## config.mk

```make
export PLATFORM = sky130hd
export DESIGN_NAME = vend_fsm_param_flat
export DESIGN_NICKNAME = d
export VERILOG_FILES = /design/src/rtl/vend_fsm_param_if.sv /design/src/rtl/vend_fsm_param.sv /design/src/flat_wrapper.sv
export SDC_FILE = /design/constraint.sdc
export NUM_CORES = 1
export LEC_CHECK = 0
export CAP_MARGIN = 20
export CORE_UTILIZATION = 50
export DETAILED_ROUTE_END_ITERATION = 10
export GPL_ROUTABILITY_DRIVEN = 0
export PLACE_DENSITY = 0.75
export SLEW_MARGIN = 20
export SYNTH_ARGS = -nofsm -noshare
export SYNTH_HDL_FRONTEND = slang
export SYNTH_SLANG_ARGS = --single-unit
```

## constraint.sdc

```tcl
create_clock -name clock -period 3 [get_ports clock]
set_clock_uncertainty 0.05 [all_clocks]
set_input_delay 0.3 -clock clock [delete_from_list [all_inputs] [get_ports clock]]
set_output_delay 0.3 -clock clock [all_outputs]
set_load 0.01 [all_outputs]
```

## src/rtl/vend_fsm_param_if.sv

```systemverilog
`default_nettype none
// ============================================================================
// Module   : vend_fsm_param_if
// Purpose  : Bundles the coin / select / cancel requests and the actuator and
//            status returns of the vending controller into one bus.
//            master : coin-acceptor / keypad side (drives requests)
//            slave  : the vending controller (drives actuators and status)
// Ports    : coin_valid, coin_value, select_valid, select_id, cancel (requests)
//            dispense, change_pulse, credit, coin_reject, insufficient,
//            sel_error, busy (returns)
//            restock / sold_out exist only when VEND_STOCK_EN is defined.
// Macro    : VEND_STOCK_EN
// Revision : 1.0 - initial release
// ============================================================================
interface vend_fsm_param_if #(
    parameter int NUM_PROD = 4,
    parameter int SEL_W    = 2,
    parameter int CREDIT_W = 8
);
    logic                coin_valid;
    logic [CREDIT_W-1:0] coin_value;
    logic                select_valid;
    logic [SEL_W-1:0]    select_id;
    logic                cancel;
    logic [NUM_PROD-1:0] dispense;
    logic                change_pulse;
    logic [CREDIT_W-1:0] credit;
    logic                coin_reject;
    logic                insufficient;
    logic                sel_error;
    logic                busy;
`ifdef VEND_STOCK_EN
    logic                restock;
    logic                sold_out;
`endif

    modport master (
`ifdef VEND_STOCK_EN
        output restock,
        input  sold_out,
`endif
        output coin_valid, coin_value, select_valid, select_id, cancel,
        input  dispense, change_pulse, credit, coin_reject, insufficient,
        input  sel_error, busy
    );

    modport slave (
`ifdef VEND_STOCK_EN
        input  restock,
        output sold_out,
`endif
        input  coin_valid, coin_value, select_valid, select_id, cancel,
        output dispense, change_pulse, credit, coin_reject, insufficient,
        output sel_error, busy
    );
endinterface
`default_nettype wire

```

## src/rtl/vend_fsm_param.sv

```systemverilog
`default_nettype none
// ============================================================================
// Module   : vend_fsm_param
// Purpose  : Parametrised vending controller. Accumulates coin credit, sells
//            one of NUM_PROD products at per-product prices, refunds on
//            cancel and returns change as a train of CHANGE_UNIT pulses.
// Ports    : clock  - rising-edge clock
//            reset  - asynchronous active-low reset
//            bus    - vend_fsm_param_if.slave (requests in, actuators out)
// Macro    : VEND_STOCK_EN - adds per-product stock counters, the sold_out
//            pulse and the restock request.
// Revision : 1.0 - initial release
// ============================================================================
module vend_fsm_param #(
    parameter int                            NUM_PROD    = 4,
    parameter int                            SEL_W       = 2,
    parameter int                            CREDIT_W    = 8,
    parameter int                            MAX_CREDIT  = 200,
    parameter int                            CHANGE_UNIT = 5,
    parameter int                            MAX_COIN    = 20,
    parameter logic [NUM_PROD*CREDIT_W-1:0]  PRICE_LIST  = {8'd25, 8'd15, 8'd10, 8'd5},
    parameter int                            STOCK_INIT  = 8
) (
    input  wire logic       clock,
    input  wire logic       reset,
    vend_fsm_param_if.slave bus
);

    localparam logic [CREDIT_W-1:0] c_unit       = CREDIT_W'(CHANGE_UNIT);
    localparam logic [CREDIT_W-1:0] c_max_coin   = CREDIT_W'(MAX_COIN);
    localparam logic [CREDIT_W:0]   c_max_credit = (CREDIT_W + 1)'(MAX_CREDIT);

    typedef enum logic [1:0] {
        S_IDLE   = 2'd0,
        S_CREDIT = 2'd1,
        S_VEND   = 2'd2,
        S_CHANGE = 2'd3
    } state_t;

    state_t              state_q, state_d;
    logic [CREDIT_W-1:0] credit_q, credit_d;
    logic [CREDIT_W-1:0] vend_price_q, vend_price_d;
    logic [NUM_PROD-1:0] dispense_q, dispense_d;
    logic                change_pulse_q, change_pulse_d;
    logic                coin_reject_q, coin_reject_d;
    logic                insufficient_q, insufficient_d;
    logic                sel_error_q, sel_error_d;
    logic                busy_q, busy_d;

    // Price table unpacked from the flat parameter; product 0 is the LSB slice.
    logic [CREDIT_W-1:0] price_tab [NUM_PROD];

    for (genvar gi = 0; gi < NUM_PROD; gi++) begin : g_price
        assign price_tab[gi] = PRICE_LIST[gi*CREDIT_W +: CREDIT_W];
    end

    // Decode of the requested product. An out-of-range id matches no entry,
    // which leaves id_ok low and the price at zero.
    logic [CREDIT_W-1:0] sel_price;
    logic [NUM_PROD-1:0] sel_onehot;
    logic                id_ok;

    always_comb begin
        sel_price  = '0;
        sel_onehot = '0;
        id_ok      = 1'b0;
        for (int i = 0; i < NUM_PROD; i++) begin
            if (bus.select_id == SEL_W'(i)) begin
                sel_price     = price_tab[i];
                sel_onehot[i] = 1'b1;
                id_ok         = 1'b1;
            end
        end
    end

    // Coin qualification. The sum is one bit wider than credit so that an
    // overflowing coin compares as too large instead of wrapping.
    logic [CREDIT_W:0] coin_sum;
    logic              coin_ok;

    assign coin_sum = {1'b0, credit_q} + {1'b0, bus.coin_value};
    assign coin_ok  = (bus.coin_value != '0)
                   && ((bus.coin_value % c_unit) == '0)
                   && (bus.coin_value <= c_max_coin)
                   && (coin_sum <= c_max_credit);

`ifdef VEND_STOCK_EN
    localparam int                   c_stock_w    = (STOCK_INIT < 1) ? 1 : $clog2(STOCK_INIT + 1);
    localparam logic [c_stock_w-1:0] c_stock_init = c_stock_w'(STOCK_INIT);

    logic [c_stock_w-1:0] stock_q [NUM_PROD];
    logic [c_stock_w-1:0] stock_d [NUM_PROD];
    logic [c_stock_w-1:0] stock_sel;
    logic                 sold_out_q, sold_out_d;

    always_comb begin
        stock_sel = '0;
        for (int i = 0; i < NUM_PROD; i++) begin
            if (sel_onehot[i]) begin
                stock_sel = stock_q[i];
            end
        end
    end
`else
    logic unused_stock_init;
    assign unused_stock_init = (STOCK_INIT > 0);
`endif

    // High when a cancel or a select is accepted this cycle; a coin arriving
    // alongside one of those is refused.
    logic req_taken;

    always_comb begin
        state_d        = state_q;
        credit_d       = credit_q;
        vend_price_d   = vend_price_q;
        dispense_d     = '0;
        change_pulse_d = 1'b0;
        coin_reject_d  = 1'b0;
        insufficient_d = 1'b0;
        sel_error_d    = 1'b0;
        req_taken      = 1'b0;
`ifdef VEND_STOCK_EN
        sold_out_d     = 1'b0;
        stock_d        = stock_q;
`endif

        case (state_q)
            S_IDLE, S_CREDIT: begin
                if (bus.cancel && (state_q == S_CREDIT)) begin
                    // Refund starts with the first pulse in the next cycle.
                    state_d        = S_CHANGE;
                    change_pulse_d = 1'b1;
                    req_taken      = 1'b1;
                end else if (bus.select_valid) begin
                    if (!id_ok) begin
                        sel_error_d = 1'b1;
`ifdef VEND_STOCK_EN
                    end else if (stock_sel == '0) begin
                        sold_out_d = 1'b1;
`endif
                    end else if (sel_price > credit_q) begin
                        insufficient_d = 1'b1;
                    end else begin
                        state_d      = S_VEND;
                        vend_price_d = sel_price;
                        dispense_d   = sel_onehot;
                        req_taken    = 1'b1;
                    end
                end

                if (bus.coin_valid) begin
                    if (!req_taken && coin_ok) begin
                        credit_d = coin_sum[CREDIT_W-1:0];
                        state_d  = S_CREDIT;
                    end else begin
                        coin_reject_d = 1'b1;
                    end
                end

`ifdef VEND_STOCK_EN
                if (bus.restock) begin
                    for (int i = 0; i < NUM_PROD; i++) begin
                        stock_d[i] = c_stock_init;
                    end
                end
`endif
            end

            S_VEND: begin
                coin_reject_d = bus.coin_valid;
                credit_d      = credit_q - vend_price_q;
                if (credit_d != '0) begin
                    state_d        = S_CHANGE;
                    change_pulse_d = 1'b1;
                end else begin
                    state_d = S_IDLE;
                end
`ifdef VEND_STOCK_EN
                // dispense_q still holds the one-hot of the product being sold.
                for (int i = 0; i < NUM_PROD; i++) begin
                    if (dispense_q[i] && (stock_q[i] != '0)) begin
                        stock_d[i] = stock_q[i] - 1'b1;
                    end
                end
`endif
            end

            S_CHANGE: begin
                coin_reject_d = bus.coin_valid;
                // The pulse on the output this cycle pays out one unit.
                if (credit_q <= c_unit) begin
                    credit_d = '0;
                    state_d  = S_IDLE;
                end else begin
                    credit_d       = credit_q - c_unit;
                    change_pulse_d = 1'b1;
                end
            end

            default: begin
                state_d  = S_IDLE;
                credit_d = '0;
            end
        endcase

        busy_d = (state_d == S_VEND) || (state_d == S_CHANGE);
    end

    always_ff @(posedge clock or negedge reset) begin
        if (!reset) begin
            state_q        <= S_IDLE;
            credit_q       <= '0;
            vend_price_q   <= '0;
            dispense_q     <= '0;
            change_pulse_q <= 1'b0;
            coin_reject_q  <= 1'b0;
            insufficient_q <= 1'b0;
            sel_error_q    <= 1'b0;
            busy_q         <= 1'b0;
        end else begin
            state_q        <= state_d;
            credit_q       <= credit_d;
            vend_price_q   <= vend_price_d;
            dispense_q     <= dispense_d;
            change_pulse_q <= change_pulse_d;
            coin_reject_q  <= coin_reject_d;
            insufficient_q <= insufficient_d;
            sel_error_q    <= sel_error_d;
            busy_q         <= busy_d;
        end
    end

`ifdef VEND_STOCK_EN
    always_ff @(posedge clock or negedge reset) begin
        if (!reset) begin
            sold_out_q <= 1'b0;
            for (int i = 0; i < NUM_PROD; i++) begin
                stock_q[i] <= c_stock_init;
            end
        end else begin
            sold_out_q <= sold_out_d;
            for (int i = 0; i < NUM_PROD; i++) begin
                stock_q[i] <= stock_d[i];
            end
        end
    end

    assign bus.sold_out = sold_out_q;
`endif

    assign bus.dispense     = dispense_q;
    assign bus.change_pulse = change_pulse_q;
    assign bus.credit       = credit_q;
    assign bus.coin_reject  = coin_reject_q;
    assign bus.insufficient = insufficient_q;
    assign bus.sel_error    = sel_error_q;
    assign bus.busy         = busy_q;

endmodule
`default_nettype wire

```

## src/flat_wrapper.sv

```systemverilog
// flat-port wrapper written by rule: the top's interface ports become plain ports
module vend_fsm_param_flat 
#(
    parameter int                            NUM_PROD    = 4,
    parameter int                            SEL_W       = 2,
    parameter int                            CREDIT_W    = 8,
    parameter int                            MAX_CREDIT  = 200,
    parameter int                            CHANGE_UNIT = 5,
    parameter int                            MAX_COIN    = 20,
    parameter logic [NUM_PROD*CREDIT_W-1:0]  PRICE_LIST  = {8'd25, 8'd15, 8'd10, 8'd5},
    parameter int                            STOCK_INIT  = 8
)
  (clock, reset, bus_coin_valid, bus_coin_value, bus_select_valid, bus_select_id, bus_cancel, bus_dispense, bus_change_pulse, bus_credit, bus_coin_reject, bus_insufficient, bus_sel_error, bus_busy);
  vend_fsm_param_if #(.NUM_PROD(NUM_PROD), .SEL_W(SEL_W), .CREDIT_W(CREDIT_W)) bus_i ();
  input  wire logic clock;
  input  wire logic reset;
  input wire logic [$bits(bus_i.coin_valid)-1:0] bus_coin_valid;
  input wire logic [$bits(bus_i.coin_value)-1:0] bus_coin_value;
  input wire logic [$bits(bus_i.select_valid)-1:0] bus_select_valid;
  input wire logic [$bits(bus_i.select_id)-1:0] bus_select_id;
  input wire logic [$bits(bus_i.cancel)-1:0] bus_cancel;
  output wire logic [$bits(bus_i.dispense)-1:0] bus_dispense;
  output wire logic [$bits(bus_i.change_pulse)-1:0] bus_change_pulse;
  output wire logic [$bits(bus_i.credit)-1:0] bus_credit;
  output wire logic [$bits(bus_i.coin_reject)-1:0] bus_coin_reject;
  output wire logic [$bits(bus_i.insufficient)-1:0] bus_insufficient;
  output wire logic [$bits(bus_i.sel_error)-1:0] bus_sel_error;
  output wire logic [$bits(bus_i.busy)-1:0] bus_busy;
  assign bus_i.coin_valid = bus_coin_valid;
  assign bus_i.coin_value = bus_coin_value;
  assign bus_i.select_valid = bus_select_valid;
  assign bus_i.select_id = bus_select_id;
  assign bus_i.cancel = bus_cancel;
  assign bus_dispense = bus_i.dispense;
  assign bus_change_pulse = bus_i.change_pulse;
  assign bus_credit = bus_i.credit;
  assign bus_coin_reject = bus_i.coin_reject;
  assign bus_insufficient = bus_i.insufficient;
  assign bus_sel_error = bus_i.sel_error;
  assign bus_busy = bus_i.busy;
  vend_fsm_param #(.NUM_PROD(NUM_PROD), .SEL_W(SEL_W), .CREDIT_W(CREDIT_W), .MAX_CREDIT(MAX_CREDIT), .CHANGE_UNIT(CHANGE_UNIT), .MAX_COIN(MAX_COIN), .PRICE_LIST(PRICE_LIST), .STOCK_INIT(STOCK_INIT)) u_core (.clock(clock), .reset(reset), .bus(bus_i));
endmodule
```

==> flow_summary_export.csv <==
group,metric,value,unit
logic_synthesis,ys_seq_area_share,20.32,%
global_route,grt_pass1_wl,15600,µm
worst_setup_path,crit-reg2reg-launch,"u_core.bus.credit[1]",
sta,layout_setup_ws,-0.6537,ns
run,cap_violations,0,
sta,layout_min_cycle_time,3.654,ns
sta,drv_slew,0,
die,die_area,6222,µm²
detailed_routing,vias,3441,
clocking,clock-sinks,24,
worst_setup_path,r2r.worst_path.cells,13,
global_route,grt_max_degree,25,
logic_synthesis,synth_edf_count,0,
worst_setup_path,r2r_end,"u_core.bus.credit[0]",
sta,period_share,121.8,%
clocking,clkTransAtPathRegs,0.09,ns
outcome,violations,"negative setup slack",
cells_and_area,final_util,79.81,%
logic_synthesis,ys_async_sr_fraction,100.0,%
cells_and_area,mostFrequentLayoutCells,"buf_4, ha_1, inv_1, dfrtp_1, clkdlybuf4s50_1",
logic_synthesis,avgSynthCellArea,8.348,µm²
worst_setup_path,cp-startpoint,"bus_coin_value[6]",
logic_synthesis,synth.cell_area,2955,µm²
placement,hpwl,6871,µm
sta,setup-violations-final,10,
cells_and_area,syn2layout_area_growth,51.44,%
power,p_leak,0.001973,µW
clocking,cts-root-buf,"clkbuf_8",
cells_and_area,mostFrequentLayoutCell,"buf_4",
logic_synthesis,synth-seq-cells,24,
clocking,h-tree-depth,1,
die,die_w,78.88,µm
worst_setup_path,endpoint_kind,"flop",
die,io_pins,32,
worst_setup_path,startpoint_type,"input port",
die,die_h,78.88,µm
placement,numPortBuffers,31,
power,peakVddDrop,0.5827,mV
detailed_routing,drtPass1Iterations,5,
logic_synthesis,ys_types,85,
logic_synthesis,synth_warnings,0,
placement,post-place-ws,-1.350,ns
detailed_routing,drtIter0Drc,334,
min_path,hold_path_class,"in -> async",
sta,rsz0062_at_grt,"yes",
detailed_routing,wl,10110,µm
sta,max_slew_margin,65.00,%
placement,placed_cell_area,4020,µm²
worst_setup_path,rrSetupSlack,-0.48,ns
worst_setup_path,arrival,3.79,ns
worst_setup_path,crit_required,3.14,ns
cells_and_area,fin_area,4476,µm²
detailed_routing,drc,0,
die,num_rows,27,
logic_synthesis,synth.net_count,400,
cells_and_area,drive_gt1_share,38.30,%
die,core_area,5608,µm²
logic_synthesis,syn_inst,354,
global_route,grt_util_all_layers,31.81,%
sta,hold_viol,0,
worst_setup_path,critPathKind,"in -> reg",
outcome,status,"complete, but fails checks",
clocking,clock_latency,0.28,ns
sta,tightest_slew,0.5226,ns
logic_synthesis,synthFlopType,"dfrtp_1",
global_route,overflow,0,
detailed_routing,vias_per_cell,6.200,
worst_setup_path,crit_fanout,5,
sta,fmax,0.2737,GHz
die,start_util,52.70,%
clocking,numCtsBuffers,3,
clocking,cts_tree,"built",
cells_and_area,nNetsFinal,530,
clocking,cts.path.max_buffers,2,
worst_setup_path,crit_end,"u_core.bus.credit[0]",
power,power_density,843.9,nW/µm²
detailed_routing,ant_nets,0,
global_route,grt_pass1_vias,3238,
detailed_routing,wl_per_cell,18.21,µm
global_route,antenna_found_initial,0,
cells_and_area,n_antenna_cell,0,
==> worst min path at each step <==
stage                      startpoint                     end  slack [ns]  cells after the start
6_report                        reset  u_core.bus.dispense[3]        0.33                      2
5_1_grt                         reset  u_core.bus.dispense[3]        0.36                      2
4_1_cts                         reset  u_core.bus.dispense[2]        0.34                      2
3_5_place_dp   u_core.vend_price_q[2]  u_core.vend_price_q[2]        0.42                      2
3_3_place_gp   u_core.vend_price_q[4]  u_core.vend_price_q[4]        0.41                      1
2_1_floorplan                   reset         u_core.bus.busy       -0.05                      0
==> synth_stat cells, types with 2 or more instances <==
master / instances / area (µm²)
ha_1: 29 / 362.9
inv_1: 29 / 108.9
a21oi_1: 26 / 130.1
dfrtp_1: 24 / 600.6
nand2_1: 22 / 82.58
o21ai_0: 22 / 110.1
nor2_1: 21 / 78.83
nand2b_1: 9 / 56.30
clkbuf_1: 8 / 30.03
o211ai_1: 8 / 60.06
xnor2_1: 8 / 70.07
mux2i_1: 7 / 70.07
a21o_1: 6 / 45.04
nor2b_1: 6 / 37.54
o21ai_1: 6 / 30.03
nand3_1: 5 / 25.02
xor2_1: 5 / 43.79
a2111oi_0: 4 / 35.03
buf_4: 4 / 30.03
nor3_1: 4 / 20.02
nor4_1: 4 / 25.02
o21a_1: 4 / 30.03
o31ai_1: 4 / 30.03
or3_1: 4 / 25.02
a211o_1: 3 / 26.28
and2_1: 3 / 18.77
and3_1: 3 / 18.77
buf_2: 3 / 15.01
nand4_1: 3 / 18.77
o21bai_1: 3 / 22.52
o221ai_1: 3 / 26.28
a211oi_1: 2 / 15.01
a2bb2oi_1: 2 / 17.52
a311oi_1: 2 / 17.52
a31oi_1: 2 / 12.51
and4_1: 2 / 17.52
fa_1: 2 / 40.04
nand3b_1: 2 / 15.01
o22ai_1: 2 / 12.51
o32a_1: 2 / 20.02
or2_2: 2 / 12.51
==> flip-flops by register name (all words and copies together) (netlist names) <==
signal and cells:
u_core.bus.coin_reject 1, u_core.bus.dispense 4, u_core.state_q 2, u_core.bus.credit 8, u_core.bus.busy 1, u_core.bus.insufficient 1, u_core.vend_price_q 5, u_core.bus.change_pulse 1
u_core.bus.sel_error 1
==> cell families after synthesis <==
| group | Yosys count | synth area share [%] |
|---|---|---|
| and+or+nand+nor | 104 | 20.20 |
| muxes | 10 | 4.022 |
| DFF | 24 | 20.32 |
| other | 1 | 0.1269 |
| AOI/OAI and AO/OA | 125 | 30.44 |
| adders and majority gates | 31 | 13.63 |
| buffers and inverters | 45 | 6.604 |
| xor gates and xnor gates | 14 | 4.657 |
==> metal layers <==
| layer | share of wire, % | track usage [%] | routed length [µm] |
|---|---|---|---|
| met2 | 47 | 51.74 | 4787 |
| met1 | 44 | 44.25 | 4408 |
| met5 | 0 | 0 | 0 |
| met4 | 2.1 | 7.455 | 210 |
| met3 | 7.0 | 4.828 | 704 |
==> what timing repair did <==
action                     in CTS  in global routing
hold buffers                    0                  0
setup buffers                  13                  8
gates cloned                    0                  0
pin swaps                      23                 10
resized for setup              55                 23
setup endpoints to repair      10                 13
==> metrics by stage <==
stage / total power [µW] / std cells / hold slack, ns / setup TNS, ns
after floorplan: 2145 / 354 / -0.04559 / -5.836
after global placement: 3092 / 530 / 0.4116 / -11.46
after detailed placement: 3177 / 530 / 0.4187 / -12.85
after CTS: 3544 / 547 / 0.3408 / -4.330
after global routing: 4025 / 555 / 0.3598 / -7.219
final: 3777 / 555 / 0.3313 / -5.920
==> report_power, final <==
group          switching, µW  leakage (µW)  internal [µW]
clock network            117     0.0000288            118
registers               94.0      0.000293            452
logic                   1560       0.00165           1440
total                   1770       0.00197           2010
==> critical path, stage by stage <==
cell,delay [ns]
buf_8,0.09
inv_6,0.03
ha_4,0.24
o21bai_4,0.17
a211o_1,0.33
a311oi_4,0.37
o21ai_2,0.14
o21ai_2,0.20
o21ai_2,0.09
ha_2,0.18
and4_4,0.15
nor4_4,0.32
buf_4,0.21
a21o_4,0.11
nand4_4,0.15
a21oi_4,0.19
mux2_4,0.34
o221ai_4,0.18
==> layout make-up <==
class / count / area, µm²
clock buffer: 4 / 55.05
fill: 341 / 1132
inverter: 29 / 113.9
multi-input combinational: 285 / 2461
sequential: 24 / 600.6
tap: 72 / 90.09
timing repair buffer: 141 / 1155
Note: power is estimated with default switching activity, not from simulation.
